[src/rtl/buffer_ctrl_pkg.sv]
// Shared types and default sizing for the packet-buffer access path.
package buffer_ctrl_pkg;

   typedef enum logic [2:0] {
      IDLE  = 3'd0,
      SETUP = 3'd1,
      WRITE = 3'd2,
      READ  = 3'd3,
      HOLD  = 3'd4
   } state_t;

   localparam int BUF_ADDR_W   = 10;
   localparam int BUF_DATA_W   = 8;
   localparam int BUF_WR_PULSE = 2;
   localparam int BUF_RD_WAIT  = 2;

   // Bits needed for a down-counter that runs from max(a,b)-1 to 0.
   function automatic int cnt_width(input int a, input int b);
      int m;
      m = (a > b) ? a : b;
      return (m < 2) ? 1 : $clog2(m);
   endfunction

endpackage

[src/rtl/rr_arbiter_2.sv]
// Two-way round-robin arbiter: one-hot grant, priority flips away from each winner.
module rr_arbiter_2 (
   input  logic       i_clk,
   input  logic       i_rst_n,
   input  logic       i_req_a,
   input  logic       i_req_b,
   input  logic       i_advance,
   output logic [1:0] o_grant,   // bit 0 = A, bit 1 = B
   output logic       o_ptr      // 0 = A has priority, 1 = B has priority
);

   logic r_ptr;

   // Grant: a lone requester always wins; on contention the pointer decides.
   always_comb begin
      o_grant = 2'b00;
      if (i_req_a && i_req_b) o_grant = r_ptr ? 2'b10 : 2'b01;
      else if (i_req_a)       o_grant = 2'b01;
      else if (i_req_b)       o_grant = 2'b10;
   end

   // Pointer: after a grant, the requester that did not win gets priority.
   always_ff @(posedge i_clk or negedge i_rst_n) begin
      if (!i_rst_n)       r_ptr <= 1'b0;
      else if (i_advance) r_ptr <= o_grant[0];
   end

   assign o_ptr = r_ptr;

endmodule

[src/rtl/buffer_access_arbiter.sv]
// Two-requester access controller sequencing setup/strobe/hold cycles on the packet buffer.
module buffer_access_arbiter
   import buffer_ctrl_pkg::*;
#(
   parameter int ADDR_W   = BUF_ADDR_W,
   parameter int DATA_W   = BUF_DATA_W,
   parameter int WR_PULSE = BUF_WR_PULSE,
   parameter int RD_WAIT  = BUF_RD_WAIT
)(
   input  logic              iCLK,
   input  logic              iRST_N,
   input  logic              iA_REQ,
   input  logic              iA_WE,
   input  logic [ADDR_W-1:0] iA_ADDR,
   input  logic [DATA_W-1:0] iA_DATA,
   input  logic              iB_REQ,
   input  logic              iB_WE,
   input  logic [ADDR_W-1:0] iB_ADDR,
   input  logic [DATA_W-1:0] iB_DATA,
   output logic              oA_ACK,
   output logic [DATA_W-1:0] oA_RDATA,
   output logic              oB_ACK,
   output logic [DATA_W-1:0] oB_RDATA,
   output logic [ADDR_W-1:0] oBUF_ADDR,
   output logic [DATA_W-1:0] oBUF_DATA,
   input  logic [DATA_W-1:0] iBUF_DATA,
   output logic              oBUF_WE_N,
   output logic              oBUF_OE_N,
   output logic              oBUSY
);

   localparam int CNT_W = cnt_width(WR_PULSE, RD_WAIT);

   state_t            r_state;
   state_t            w_next;
   logic [CNT_W-1:0]  r_cnt;
   logic              r_we;       // latched direction of the granted access
   logic              r_gnt_b;    // 1 = current access belongs to B
   logic [ADDR_W-1:0] r_addr;
   logic [DATA_W-1:0] r_data;
   logic [DATA_W-1:0] r_a_rdata;
   logic [DATA_W-1:0] r_b_rdata;
   logic              r_we_n;
   logic              r_oe_n;
   logic              r_a_ack;
   logic              r_b_ack;
   logic              r_busy;
   logic [1:0]        w_gnt;
   logic              w_ptr;
   logic              w_adv;

   // Arbitration only happens while IDLE, so the pointer moves once per access.
   assign w_adv = (r_state == IDLE) && (iA_REQ || iB_REQ);

   rr_arbiter_2 u_rr (
      .i_clk     (iCLK),
      .i_rst_n   (iRST_N),
      .i_req_a   (iA_REQ),
      .i_req_b   (iB_REQ),
      .i_advance (w_adv),
      .o_grant   (w_gnt),
      .o_ptr     (w_ptr)
   );

   // State register.
   always_ff @(posedge iCLK or negedge iRST_N) begin
      // NOTE: sequential state uses non-blocking assignments so every register samples pre-edge values.
      if (!iRST_N) r_state <= IDLE;
      else         r_state <= w_next;
   end

   // Next-state logic; the strobe counter ends WRITE/READ when it reaches zero.
   always_comb begin
      // NOTE: default first so no path through the case leaves w_next unassigned (no latch).
      w_next = r_state;
      unique case (r_state)
         IDLE:  if (iA_REQ || iB_REQ) w_next = SETUP;
         SETUP: w_next = r_we ? WRITE : READ;
         WRITE: if (r_cnt == '0) w_next = HOLD;
         READ:  if (r_cnt == '0) w_next = HOLD;
         HOLD:  w_next = IDLE;
         default: w_next = IDLE;
      endcase
   end

   // Strobe counter: loaded in SETUP so it is fresh on entry to WRITE or READ.
   always_ff @(posedge iCLK or negedge iRST_N) begin
      if (!iRST_N)
         r_cnt <= '0;
      else if (r_state == SETUP)
         r_cnt <= r_we ? CNT_W'(WR_PULSE - 1) : CNT_W'(RD_WAIT - 1);
      else if ((r_state == WRITE || r_state == READ) && r_cnt != '0)
         r_cnt <= r_cnt - 1'b1;
   end

   // Capture the winner's qualifiers; the buffer pins only ever see these copies.
   always_ff @(posedge iCLK or negedge iRST_N) begin
      if (!iRST_N) begin
         r_we    <= 1'b0;
         r_gnt_b <= 1'b0;
         r_addr  <= '0;
         r_data  <= '0;
      end else if (w_adv) begin
         r_we    <= w_gnt[1] ? iB_WE   : iA_WE;
         r_gnt_b <= w_gnt[1];
         r_addr  <= w_gnt[1] ? iB_ADDR : iA_ADDR;
         r_data  <= w_gnt[1] ? iB_DATA : iA_DATA;
      end
   end

   // Registered strobes, ACKs and BUSY, decoded from the next state so they line up with it.
   always_ff @(posedge iCLK or negedge iRST_N) begin
      if (!iRST_N) begin
         r_we_n  <= 1'b1;
         r_oe_n  <= 1'b1;
         r_a_ack <= 1'b0;
         r_b_ack <= 1'b0;
         r_busy  <= 1'b0;
      end else begin
         r_we_n  <= (w_next != WRITE);
         r_oe_n  <= (w_next != READ);
         r_a_ack <= (w_next == HOLD) && !r_gnt_b;
         r_b_ack <= (w_next == HOLD) &&  r_gnt_b;
         r_busy  <= (w_next != IDLE);
      end
   end

   // Read data is sampled on the last OE_N-low cycle into the owner's result register.
   always_ff @(posedge iCLK or negedge iRST_N) begin
      if (!iRST_N) begin
         r_a_rdata <= '0;
         r_b_rdata <= '0;
      end else if (r_state == READ && r_cnt == '0) begin
         if (r_gnt_b) r_b_rdata <= iBUF_DATA;
         else         r_a_rdata <= iBUF_DATA;
      end
   end

   assign oBUF_ADDR = r_addr;
   assign oBUF_DATA = r_data;
   assign oBUF_WE_N = r_we_n;
   assign oBUF_OE_N = r_oe_n;
   assign oA_ACK    = r_a_ack;
   assign oB_ACK    = r_b_ack;
   assign oA_RDATA  = r_a_rdata;
   assign oB_RDATA  = r_b_rdata;
   assign oBUSY     = r_busy;

   // Contention must follow the pointer, and the two strobes must never overlap.
   a_rr_follows_ptr: assert property (@(posedge iCLK) disable iff (!iRST_N)
      (iA_REQ && iB_REQ) |-> (w_gnt[1] == w_ptr));
   a_strobes_exclusive: assert property (@(posedge iCLK) disable iff (!iRST_N)
      (r_we_n || r_oe_n));

endmodule

[config.mk]
export PLATFORM = sky130hd
export DESIGN_NAME = buffer_access_arbiter
export DESIGN_NICKNAME = d
export VERILOG_FILES = /design/src/rtl/buffer_ctrl_pkg.sv /design/src/rtl/rr_arbiter_2.sv /design/src/rtl/buffer_access_arbiter.sv
export SDC_FILE = /design/constraint.sdc
export NUM_CORES = 1
export LEC_CHECK = 0
export BUFFER_PORTS_ARGS = -buffer_cell sky130_fd_sc_hd__clkbuf_2
export CAP_MARGIN = 10
export CORE_UTILIZATION = 42
export DETAILED_ROUTE_END_ITERATION = 7
export PLACE_DENSITY_LB_ADDON = 0.12
export RECOVER_POWER = 25
export SLEW_MARGIN = 20
export SYNTH_ARGS = -nofsm -noshare
export SYNTH_HDL_FRONTEND = slang
export SYNTH_HIERARCHICAL = 1
export SYNTH_SLANG_ARGS = --single-unit
export TNS_END_PERCENT = 30
[constraint.sdc]
create_clock -name iCLK -period 1.53 [get_ports iCLK]
set_input_delay 0.0765 -clock iCLK [delete_from_list [all_inputs] [get_ports iCLK]]
set_output_delay 0.0765 -clock iCLK [all_outputs]
set_load 0.02 [all_outputs]
==> impl_metrics.yaml <==
logic_synthesis:
  synth_area_leader_cell: "dfrtp_1"
  yosysWarnings: 6
  yosys-top-cells-area: "dfrtp_1, mux2_2, mux2_1"
  synth_fa_ha_area_frac: 0
  netlist_area_um2: 1978
  synth_top_family_by_area: "multiplexers"
  synthCells: 132
  ys_types: 26
  syn-num-nets: 182
  yosys.area_share.simple: 0.04681
  synth_top_area_frac: 0.5566
  synth_compound_area_frac: 0.01708
  yosysSeqAreaShare: 0.5832
  syn_area_per_cell_um2: 14.99
  ys_ff_latch: 46
  synthMuxAreaShare: 0.3257
  synth_xor_area_frac: 0
worst_setup_path:
  crit_chain: "or4_4 -> inv_4 -> buf_12 -> mux2_4"
  worstSetupEndpointType: "register"
  cpMaxStageDelayCell: "or4_4"
  crit_arrival_ps: 1760
  path_buf_inv: 2
  start_kind: "register"
  cp_top_family: "simple AND/OR/NAND/NOR gates"
  required_ps: 1710
  cpPeakStageDelay_ps: 540
  crit_type: "reg2reg"
  critPathMaxFanout: 11
status:
  failed_checks: "design-rule violations, negative setup slack"
  outcome: "finished, violations left"
grt:
  grt_max_degree: 24
  antenna_found_initial: 0
  grt_pass1_wl_mm: 7.396
  overflow: 0
  grtUsageTotal: 0.1909
  grt_pass1_vias: 1563
cts:
  cts_buffers: 5
  worst_skew_pair.late_latency_ps: 300
  cts_tree: "done"
  root_buffer: "clkbuf_8"
  cts.sinks: 46
  h-tree-depth: 2
  ctsLongestPathBuffers: 2
  clkTransAtPathRegs_ps: 90
cells_and_area:
  final_nets: 293
  insertedDiodeCount: 0
  fin_area_um2: 3029
  multi_input_comb_area_um2: 950.9
  instances_no_fill: 296
  seqCellArea_um2: 1154
  syn_to_final_growth_pct: 53.13
  n_fill_cell: 334
  drive_above_1_share: 0.7418
power:
  p_leak_uw: 0.001568
  irDropWorstVdd_uv: 1062
  p_comb_frac: 0.518
  switchingPower_uw: 2352
  internal_power_uw: 4118
  pwr-share-seq: 0.340
  swShare: 0.3636
  pwr_density_cell_nw_per_um2: 2136
  power_uw: 6470
  clkPwrFrac: 0.142
place:
  port_buffers: 88
  place_congestion: 0.6803
  dpl.cell_count: 281
  dp_hpwl_mm: 3.065
  placed_area_um2: 2656
timing:
  hold_viol: 0
  min_period_ps: 1581
  relSlewSlack: 0.6334
  clock_skew_ps: 8.643
  worst_pin_slew_ps: 549.9
  max_freq_mhz: 632.5
  finalSetupViolCount: 23
  setup_ws_ps: -51.04
  rsz0062_at_grt: "true"
  slew_viol_final: 0
  period_share: 1.033
drt:
  routed_wl_mm: 4.492
  via_per_inst: 4.966
  detail_route.wl_per_cell_um: 15.18
  drtIter0Drc: 49
  first_pass_iters: 6
  remaining_drc_errors: 18
  ant_nets: 0
  via_count: 1470
die:
  fp-row-count: 24
  start_util: 0.4451
  die-area_um2: 4989
  core_area_um2: 4444
  die_h_um: 70.63
  dieWidth_um: 70.63
  io-pin-count: 89
job:
  cap_viol_max_count: 0
hold_path:
  hold_class: "in2reg"
-- cells by family (layout without fill, tap and decap cells) --
logic type	count (synthesis)	in the layout
muxes	57	57
DFF	46	46
AOI/OAI and AO/OA	5	5
buffers and inverters	9	121
and+or+nand+nor	15	15
-- final timing paths --
check                              from           end  slack, ps  cells past startpoint
setup / recovery             r_state[0]  oBUF_DATA[0]        -50                      4
hold / removal             iBUF_DATA[7]   oA_RDATA[7]         20                      2
setup reg to reg             r_state[0]  oBUF_DATA[0]        -50                      4
hold reg to reg            oBUF_ADDR[3]  oBUF_ADDR[3]        510                      1
max in group asynchronous        iRST_N         r_cnt        350                      3
min in group asynchronous        iRST_N  oBUF_ADDR[5]        270                      2
-- per-stage QoR --
stage | hold WS [ps] | util | setup slack, ps | setup TNS [ps]
after global placement | -38.77 | 0.5977 | -71.59 | -1423
after floorplan | -219.1 | - | -142.3 | -2789
final | 15.65 | 0.6816 | -51.04 | -805.5
after CTS | 6.871 | 0.6816 | -61.98 | -1011
after global routing | 7.187 | 0.6816 | -105.9 | -2146
after detailed placement | -37.68 | 0.5977 | -106.2 | -2126
-- metal layers --
| layer | vias to the layer above | track usage | routed length (µm) |
|---|---|---|---|
| met1 | 724 | 0.2272 | 1886 |
| met5 | - | 0 | 0 |
| met2 | 54 | 0.3366 | 2299 |
| met4 | 0 | 0.06667 | 46 |
| li1 | 685 | - | - |
| met3 | 7 | 0.04986 | 260 |
-- area by class of cell --
type | count | area share
Timing Repair Buffer | 110 | 0.2408
Clock buffer | 5 | 0.02272
Sequential cell | 46 | 0.3808
Clock inverter | 3 | 0.01570
Multi-Input combinational cell | 77 | 0.3139
Inverter | 3 | 0.004544
Tap cell | 52 | 0.02148
-- registers in the layout, indices dropped and copies added, names as in the netlist, 3 cells and up --
name / flops
oBUF_ADDR: 10
oA_RDATA: 8
oBUF_DATA: 8
oB_RDATA: 8
r_state: 3
-- layout by cell type, fill, tap and decap left out, types with 2 or more instances in the layout --
cell	instances
mux2_2	12
clkbuf_8	5
buf_4	9
dfstp_2	2
o21ai_0	2
nor2b_1	2
nand3_1	2
nor2_1	4
buf_12	4
mux2_4	43
buf_16	3
inv_6	2
buf_6	4
dfrtp_1	44
clkbuf_2	88
-- synth_stat cells --
cell	instances
dfrtp_1	44
mux2_2	32
mux2_1	23
nor2_1	4
buf_6	2
clkbuf_1	2
dfstp_2	2
inv_1	2
nand3_1	2
nor2b_1	2
o21ai_0	2
a21boi_0	1
a21boi_2	1
a21oi_1	1
and2_0	1
and2_1	1
and3b_1	1
buf_2	1
buf_4	1
inv_2	1
mux2_4	1
mux2i_1	1
nand2_1	1
nand3_2	1
nor3b_2	1
or4_1	1
-- repair_timing --
item / 4_1_cts / 5_1_grt
endpoints found under the hold margin: 46 / 0
hold buffers: 1 / 0
buffers inserted: 4 / 0
endpoints found under the setup margin: 29 / 29
resized for setup: 40 / 5
gates cloned: 3 / 0
pin swaps: 2 / 1
-- power groups by stage --
stage | logic, µW | registers, µW | clock network [µW]
after floorplan | 1220 | 2800 | 0
after global placement | 2780 | 2150 | 0
after detailed placement | 2870 | 2180 | 0
after CTS | 3370 | 2200 | 948
after global routing | 3540 | 2270 | 1010
final | 3350 | 2200 | 917
Note: power is estimated with default switching activity, not from simulation.
